**src/rtl/bus_fabric_pkg.sv**
```systemverilog
// Shared constants for the system-bus fabric: CSR map, STATUS bit layout,
// FSM encoding and the default toy-SoC target table.
package bus_fabric_pkg;

    localparam logic [3:0] CSR_FAULT_ADDR = 4'd0;
    localparam logic [3:0] CSR_STATUS     = 4'd1;
    localparam logic [3:0] CSR_CTRL       = 4'd2;

    localparam int ST_VALID = 0;
    localparam int ST_WR    = 1;
    localparam int ST_TMO   = 2;
    localparam int ST_OVF   = 3;

    typedef enum logic {
        ST_IDLE = 1'b0,
        ST_WAIT = 1'b1
    } state_t;

    // Target k lives at bits [16k+15:16k] / [5k+4:5k]: RAM, ROM, then four 16-word peripherals.
    localparam int          DEF_N_TGT    = 6;
    localparam logic [95:0] DEF_TGT_BASE = {16'h0430, 16'h0420, 16'h0410, 16'h0400, 16'h2000, 16'h0000};
    localparam logic [29:0] DEF_TGT_SIZE = {5'd4, 5'd4, 5'd4, 5'd4, 5'd10, 5'd10};
    localparam logic [15:0] DEF_CSR_BASE = 16'h0440;
    localparam int          DEF_TIMEOUT  = 16;

endpackage

```
**src/rtl/bus_fabric_decode.sv**
```systemverilog
// Combinational address decoder: CSR window first, then the lowest-numbered
// target window containing the address.
module bus_fabric_decode
    import bus_fabric_pkg::*;
#(
    parameter int                   N_TGT    = DEF_N_TGT,
    parameter logic [16*N_TGT-1:0]  TGT_BASE = DEF_TGT_BASE,
    parameter logic [5*N_TGT-1:0]   TGT_SIZE = DEF_TGT_SIZE,
    parameter logic [15:0]          CSR_BASE = DEF_CSR_BASE
) (
    input  logic [15:0]       addr,
    output logic [N_TGT-1:0]  tgt_onehot,
    output logic              tgt_hit,
    output logic              csr_hit
);

    logic [N_TGT-1:0] raw_hit;
    logic             found;

    for (genvar k = 0; k < N_TGT; k++) begin : g_win
        localparam logic [15:0] BASE = TGT_BASE[16*k +: 16];
        localparam logic [4:0]  SIZE = TGT_SIZE[5*k +: 5];
        assign raw_hit[k] = ((addr ^ BASE) >> SIZE) == 16'd0;
    end

    assign csr_hit = (addr[15:4] == CSR_BASE[15:4]);

    always_comb begin
        tgt_onehot = '0;
        found      = 1'b0;
        for (int k = 0; k < N_TGT; k++) begin
            if (raw_hit[k] && !found && !csr_hit) begin
                tgt_onehot[k] = 1'b1;
                found         = 1'b1;
            end
        end
    end

    assign tgt_hit = |tgt_onehot;

endmodule

```
**src/rtl/bus_fabric.sv**
```systemverilog
// Single-master bus fabric: zero-latency decode onto N_TGT targets, ready/wait
// handshake with timeout abort, and a fault-capture CSR window with interrupt.
module bus_fabric
    import bus_fabric_pkg::*;
#(
    parameter int                   N_TGT    = DEF_N_TGT,
    parameter logic [16*N_TGT-1:0]  TGT_BASE = DEF_TGT_BASE,
    parameter logic [5*N_TGT-1:0]   TGT_SIZE = DEF_TGT_SIZE,
    parameter logic [15:0]          CSR_BASE = DEF_CSR_BASE,
    parameter int                   TIMEOUT  = DEF_TIMEOUT
) (
    input  logic                  i_clk,
    input  logic                  i_reset,
    input  logic                  i_req,
    input  logic [15:0]           i_addr,
    input  logic                  i_we,
    input  logic [15:0]           i_wdata,
    output logic [15:0]           o_rdata,
    output logic                  o_ready,
    output logic [N_TGT-1:0]      o_tgt_sel,
    output logic                  o_tgt_we,
    output logic [15:0]           o_tgt_addr,
    output logic [15:0]           o_tgt_wdata,
    input  logic [16*N_TGT-1:0]   i_tgt_rdata,
    input  logic [N_TGT-1:0]      i_tgt_ready,
    output logic                  o_fault_int
);

    localparam logic [7:0] TMO_CNT = 8'(TIMEOUT);

    logic [N_TGT-1:0] tgt_onehot;
    logic             tgt_hit;
    logic             csr_hit;
    logic [15:0]      sel_rdata;
    logic             sel_ready;
    logic [15:0]      csr_rdata;

    state_t           state;
    logic [7:0]       wait_cnt;

    logic [15:0]      fault_addr;
    logic [3:0]       status;
    logic [3:0]       status_fresh;
    logic             irq_en;

    logic             abort;
    logic             unmapped;
    logic             fault_ev;
    logic             status_clr;
    logic             ctrl_wr;

    bus_fabric_decode #(
        .N_TGT    (N_TGT),
        .TGT_BASE (TGT_BASE),
        .TGT_SIZE (TGT_SIZE),
        .CSR_BASE (CSR_BASE)
    ) u_decode (
        .addr       (i_addr),
        .tgt_onehot (tgt_onehot),
        .tgt_hit    (tgt_hit),
        .csr_hit    (csr_hit)
    );

    always_comb begin
        sel_rdata = '0;
        sel_ready = 1'b0;
        for (int k = 0; k < N_TGT; k++) begin
            if (tgt_onehot[k]) begin
                sel_rdata = i_tgt_rdata[16*k +: 16];
                sel_ready = i_tgt_ready[k];
            end
        end
    end

    always_comb begin
        case (i_addr[3:0])
            CSR_FAULT_ADDR: csr_rdata = fault_addr;
            CSR_STATUS:     csr_rdata = {12'd0, status};
            CSR_CTRL:       csr_rdata = {15'd0, irq_en};
            default:        csr_rdata = '0;
        endcase
    end

    // wait_cnt is nonzero in WAIT and saturates, so TIMEOUT=0 can never match.
    assign abort      = i_req & tgt_hit & (state == ST_WAIT) & (wait_cnt == TMO_CNT);
    assign unmapped   = i_req & ~tgt_hit & ~csr_hit;
    assign fault_ev   = unmapped | abort;
    assign status_clr = i_req & csr_hit & i_we & (i_addr[3:0] == CSR_STATUS) & i_wdata[0];
    assign ctrl_wr    = i_req & csr_hit & i_we & (i_addr[3:0] == CSR_CTRL);

    assign o_ready     = i_req & (csr_hit | unmapped | abort | (tgt_hit & sel_ready));
    assign o_tgt_sel   = (i_req && !abort) ? tgt_onehot : '0;
    assign o_tgt_we    = i_req & i_we & tgt_hit;
    assign o_tgt_addr  = i_addr;
    assign o_tgt_wdata = i_wdata;
    assign o_fault_int = status[ST_VALID] & irq_en;

    always_comb begin
        if (!i_req || abort) begin
            o_rdata = '0;
        end else if (csr_hit) begin
            o_rdata = csr_rdata;
        end else if (tgt_hit) begin
            o_rdata = sel_rdata;
        end else begin
            o_rdata = '0;
        end
    end

    always_ff @(posedge i_clk or posedge i_reset) begin
        if (i_reset) begin
            state    <= ST_IDLE;
            wait_cnt <= '0;
        end else begin
            case (state)
                ST_IDLE: begin
                    if (i_req && tgt_hit && !sel_ready) begin
                        state    <= ST_WAIT;
                        wait_cnt <= 8'd1;
                    end
                end
                ST_WAIT: begin
                    if (!i_req || o_ready) begin
                        state    <= ST_IDLE;
                        wait_cnt <= '0;
                    end else if (wait_cnt != 8'hFF) begin
                        wait_cnt <= wait_cnt + 8'd1;
                    end
                end
                default: begin
                    state    <= ST_IDLE;
                    wait_cnt <= '0;
                end
            endcase
        end
    end

    always_comb begin
        status_fresh           = '0;
        status_fresh[ST_VALID] = 1'b1;
        status_fresh[ST_WR]    = i_we;
        status_fresh[ST_TMO]   = abort;
    end

    // A fault arriving with a clear is captured as a brand-new first fault.
    always_ff @(posedge i_clk or posedge i_reset) begin
        if (i_reset) begin
            fault_addr <= '0;
            status     <= '0;
            irq_en     <= 1'b0;
        end else begin
            if (fault_ev) begin
                if (!status[ST_VALID] || status_clr) begin
                    fault_addr <= i_addr;
                    status     <= status_fresh;
                end else begin
                    status[ST_OVF] <= 1'b1;
                end
            end else if (status_clr) begin
                status <= '0;
            end
            if (ctrl_wr) begin
                irq_en <= i_wdata[0];
            end
        end
    end

endmodule

```
**config.mk**
```make
export PLATFORM = sky130hd
export DESIGN_NAME = bus_fabric
export DESIGN_NICKNAME = d
export VERILOG_FILES = /design/src/rtl/bus_fabric_pkg.sv /design/src/rtl/bus_fabric_decode.sv /design/src/rtl/bus_fabric.sv
export SDC_FILE = /design/constraint.sdc
export NUM_CORES = 1
export LEC_CHECK = 0
export ABC_AREA = 1
export BUFFER_PORTS_ARGS = -buffer_cell sky130_fd_sc_hd__buf_2
export CORE_AREA = 2 2 88 90
export CTS_CLUSTER_DIAMETER = 40
export DETAILED_ROUTE_END_ITERATION = 10
export DIE_AREA = 0 0 90 92
export PLACE_DENSITY = 0.82
export SYNTH_ARGS = -nofsm -noshare
export SYNTH_HDL_FRONTEND = slang
export SYNTH_HIERARCHICAL = 1
export SYNTH_SLANG_ARGS = --single-unit
```
**constraint.sdc**
```tcl
create_clock -name i_clk -period 2.81 [get_ports i_clk]
set_input_delay 0.4215 -clock i_clk [delete_from_list [all_inputs] [get_ports i_clk]]
set_output_delay 0.4215 -clock i_clk [all_outputs]
set_load 0.03 [all_outputs]
```
==> results.md <==
* Design area at 4470 um2
* Minimum clock period at 2770 ps
* Count of final setup violators at 0
* CTS clk-pin slew, worst paths at 70 ps
* Vias per cell at 5.29
* # diodes at 0
* Synth Area in Adders at 0.00771
* Compound-Gate Fraction of Synth Area at 0.255
* Synth Area in XOR/XNOR at 0.00540
* CP endpoint kind: output pin
* Setup TNS at 0 ps
* Max_slew headroom at 0.740
* Initial Util at 0.436
* Critical-path maximum fanout at 19
* Remaining DRCs at 0
* Worst Path Required at 2390 ps
* Syn Inst Count at 521
* Share of post-route cells with drive strength above 1 at 0.411
* RSZ-0062 raised after global routing: yes
* P&R area growth vs syn at 37.6%
* Total track usage at 0.274
* Fmax at 0.361 GHz
* # hold bufs at CTS at 0
* Worst R2R Setup Slack at 960 ps
* Die width at 90 um
* Wire length per cell at 15.2 um
* Clk_skew at 4.50 ps
* GRT overflow at 0
* Leak at 2.36 nW
* CTS max path bufs at 2
* H-tree depth at 2
* Setup crit start kind: input pin
* Post-synthesis mux area share at 0.00463
* Worst EP arrival at 2350 ps
* Ys async rst share at 1.00
* Total Wirelength at 11800 um
* Die Footprint at 8280 um2
* CTS tree: done
* Clock latency on the worst-skew pair at 290 ps
* Vias in the first global route at 3884
* Net Count, Synth at 661
* Vias at 4104
* Fin. max-slew vios at 0
* Post-synth top flop: dfrtp_1
* DR iter-0 viols at 244
* Root Driver: clkbuf_8
* Port Buffer Count at 164
* Initial DRT Pass Iterations at 5
* I/O Pins at 195
* Final Cycle Share at 0.986
* Kind of critical path: in -> out
* Netlist Area Pre-Place at 3240 um2
* Gpl congestion at 0.944
* Worst Max-Slew Pin Slew at 390 ps
* Row cnt at 32
* Reg area at 751 um2
* Largest net degree at the start of global routing at 31
* Worst hold path class: in -> async
* Placed cell areas at 4130 um2
* DP Wirelength at 9480 um
* Fill count at 698
* Synth Register Bits at 30
* Final core utilization at 0.600
* Peak VDD IR at 0.321 mV
* Synth Area in Simple Gates at 0.306
* Core area at 7450 um2
* Final net count at 813
* Netlist cell types at 37
* Sequential element share of the synthesized area at 0.231
* First-pass GRT wire length at 18400 um
* DRT antenna net count at 0
* Final hold vios at 0
* Power consumption at 1.08 mW
* Power Density at 241 nW/um2
* Synth Area per Inst at 6.23 um2
* CTS Buf Count at 5
* Footprint of the multi-input gates at 1970 um2
* Count of flip-flops with a built-in enable after synthesis at 0
* Status: finished, final reports clean
* Number of max-cap violations at 0
* Main combinational cell family by area after synthesis: simple AND/OR/NAND/NOR gates
* Sink Count at 30
* Die Y at 92 um
* Yosys warnings at 6
* Initial antenna violation count at 0
[final timing paths]
kind | cells after the start | startpoint | end
min in group i_clk | 3 | i_addr[11] | fault_addr[11]
worst min-delay path | 3 | i_reset | wait_cnt[6]
max in group asynchronous | 3 | i_reset | status[2]
worst max-delay path | 17 | i_addr[12] | o_rdata[15]
worst max register to register | 12 | wait_cnt[1] | wait_cnt[0]
worst min register to register | 2 | status[2] | status[2]
[worst max-delay path, stage by stage]
cell	delay, ps
buf_8	100
inv_4	60
nand2_4	50
nor2_4	120
nand2_2	90
inv_4	70
nand2_4	50
nor3_4	180
buf_6	160
inv_6	70
buf_4	150
o211ai_1	180
nand3_1	120
o21ai_1	130
a21o_1	160
a21oi_2	80
buf_6	140
[cell families (layout without fill, tap and decap cells)]
kind of cell / after synthesis / in the layout
adders and majority gates: 2 / 2
xor gates and xnor gates: 2 / 2
buffers and inverters: 121 / 274
and+or+nand+nor: 219 / 219
DFF: 30 / 30
AOI/OAI and AO/OA: 146 / 146
muxes: 1 / 1
[cells in the final DEF (no fill, tap or decap), types with 2 or more instances in the layout]
| cell type | n |
|---|---|
| buf_12 | 3 |
| nor2_1 | 46 |
| nor3_2 | 5 |
| buf_4 | 43 |
| o211ai_1 | 14 |
| inv_1 | 43 |
| nor2_2 | 5 |
| nand2_1 | 83 |
| or2_2 | 2 |
| ha_1 | 2 |
| nand3_2 | 2 |
| a21oi_2 | 11 |
| clkbuf_4 | 2 |
| o21ai_0 | 41 |
| nor3_1 | 4 |
| o21ai_1 | 12 |
| o21ai_2 | 2 |
| nand2_2 | 9 |
| nand3_1 | 50 |
| o22ai_1 | 4 |
| inv_4 | 4 |
| nor2_4 | 2 |
| nand4_1 | 5 |
| inv_2 | 13 |
| a21oi_1 | 45 |
| dfrtp_1 | 30 |
| nand2_4 | 4 |
| buf_2 | 143 |
| a21o_1 | 14 |
| buf_6 | 13 |
| clkbuf_8 | 6 |
[through the flow]
stage	setup WS, ps	hold slack (ps)	cells
after global placement	-1.62	474	764
after CTS	3.87	210	772
after floorplan	58.8	453	521
final	40.4	199	776
after global routing	-51.7	237	776
after detailed placement	-46.4	482	764
[flip-flops by register name (all words and copies together), names as in the netlist]
signal and flops:
fault_addr 16, irq_en 1, state 1, status 4
wait_cnt 8
[cell type report]
| cell class | count | area share |
|---|---|---|
| Timing Repair Buffer | 205 | 0.286 |
| Sequential cell | 30 | 0.168 |
| Multi-Input combinational cell | 370 | 0.442 |
| Inverter | 61 | 0.0546 |
| Tap cell | 102 | 0.0286 |
| Clock buffer | 6 | 0.0185 |
| Clock inverter | 2 | 0.00280 |
[per-layer routing]
| metal | global-route usage | wire length [um] | vias up |
|---|---|---|---|
| met5 | 0 | 0 | - |
| met4 | 0.0756 | 257 | 0 |
| met3 | 0.0477 | 981 | 22 |
| met2 | 0.491 | 5840 | 222 |
| met1 | 0.339 | 4700 | 1861 |
| li1 | - | - | 1999 |
[synthesized netlist by cell type, types with 2 or more instances]
| library cell | number | share of area |
|---|---|---|
| o22ai_1 | 4 | 0.0077 |
| nand3_1 | 50 | 0.077 |
| nand4_1 | 5 | 0.0096 |
| dfrtp_1 | 30 | 0.23 |
| buf_2 | 9 | 0.014 |
| clkbuf_1 | 12 | 0.014 |
| inv_1 | 47 | 0.054 |
| inv_2 | 13 | 0.015 |
| nor2_4 | 2 | 0.0069 |
| buf_4 | 34 | 0.079 |
| nor2_1 | 48 | 0.056 |
| buf_6 | 3 | 0.010 |
| nand2_1 | 86 | 0.099 |
| o211ai_1 | 14 | 0.032 |
| ha_1 | 2 | 0.0077 |
| o21ai_1 | 4 | 0.0062 |
| nand3_2 | 2 | 0.0062 |
| buf_1 | 2 | 0.0023 |
| nor3_1 | 9 | 0.014 |
| a21o_1 | 14 | 0.032 |
| o21ai_0 | 50 | 0.077 |
| a21oi_1 | 54 | 0.083 |
| nor2_2 | 3 | 0.0058 |
| a21oi_2 | 2 | 0.0054 |
| nand2_2 | 9 | 0.017 |
| or2_2 | 2 | 0.0039 |
[where the power goes]
part / total (mW) / internal [mW] / switching [mW]
sequential: 0.445 / 0.437 / 0.00729
clock: 0.372 / 0.197 / 0.175
combinational: 0.262 / 0.115 / 0.148
total: 1.08 / 0.748 / 0.330
[what timing repair did]
item	CTS	global route
pin swaps	0	23
setup buffers	0	4
resized for setup	4	82
endpoints found under the setup margin	11	23
No activity file was read; power rests on OpenSTA's default activity.
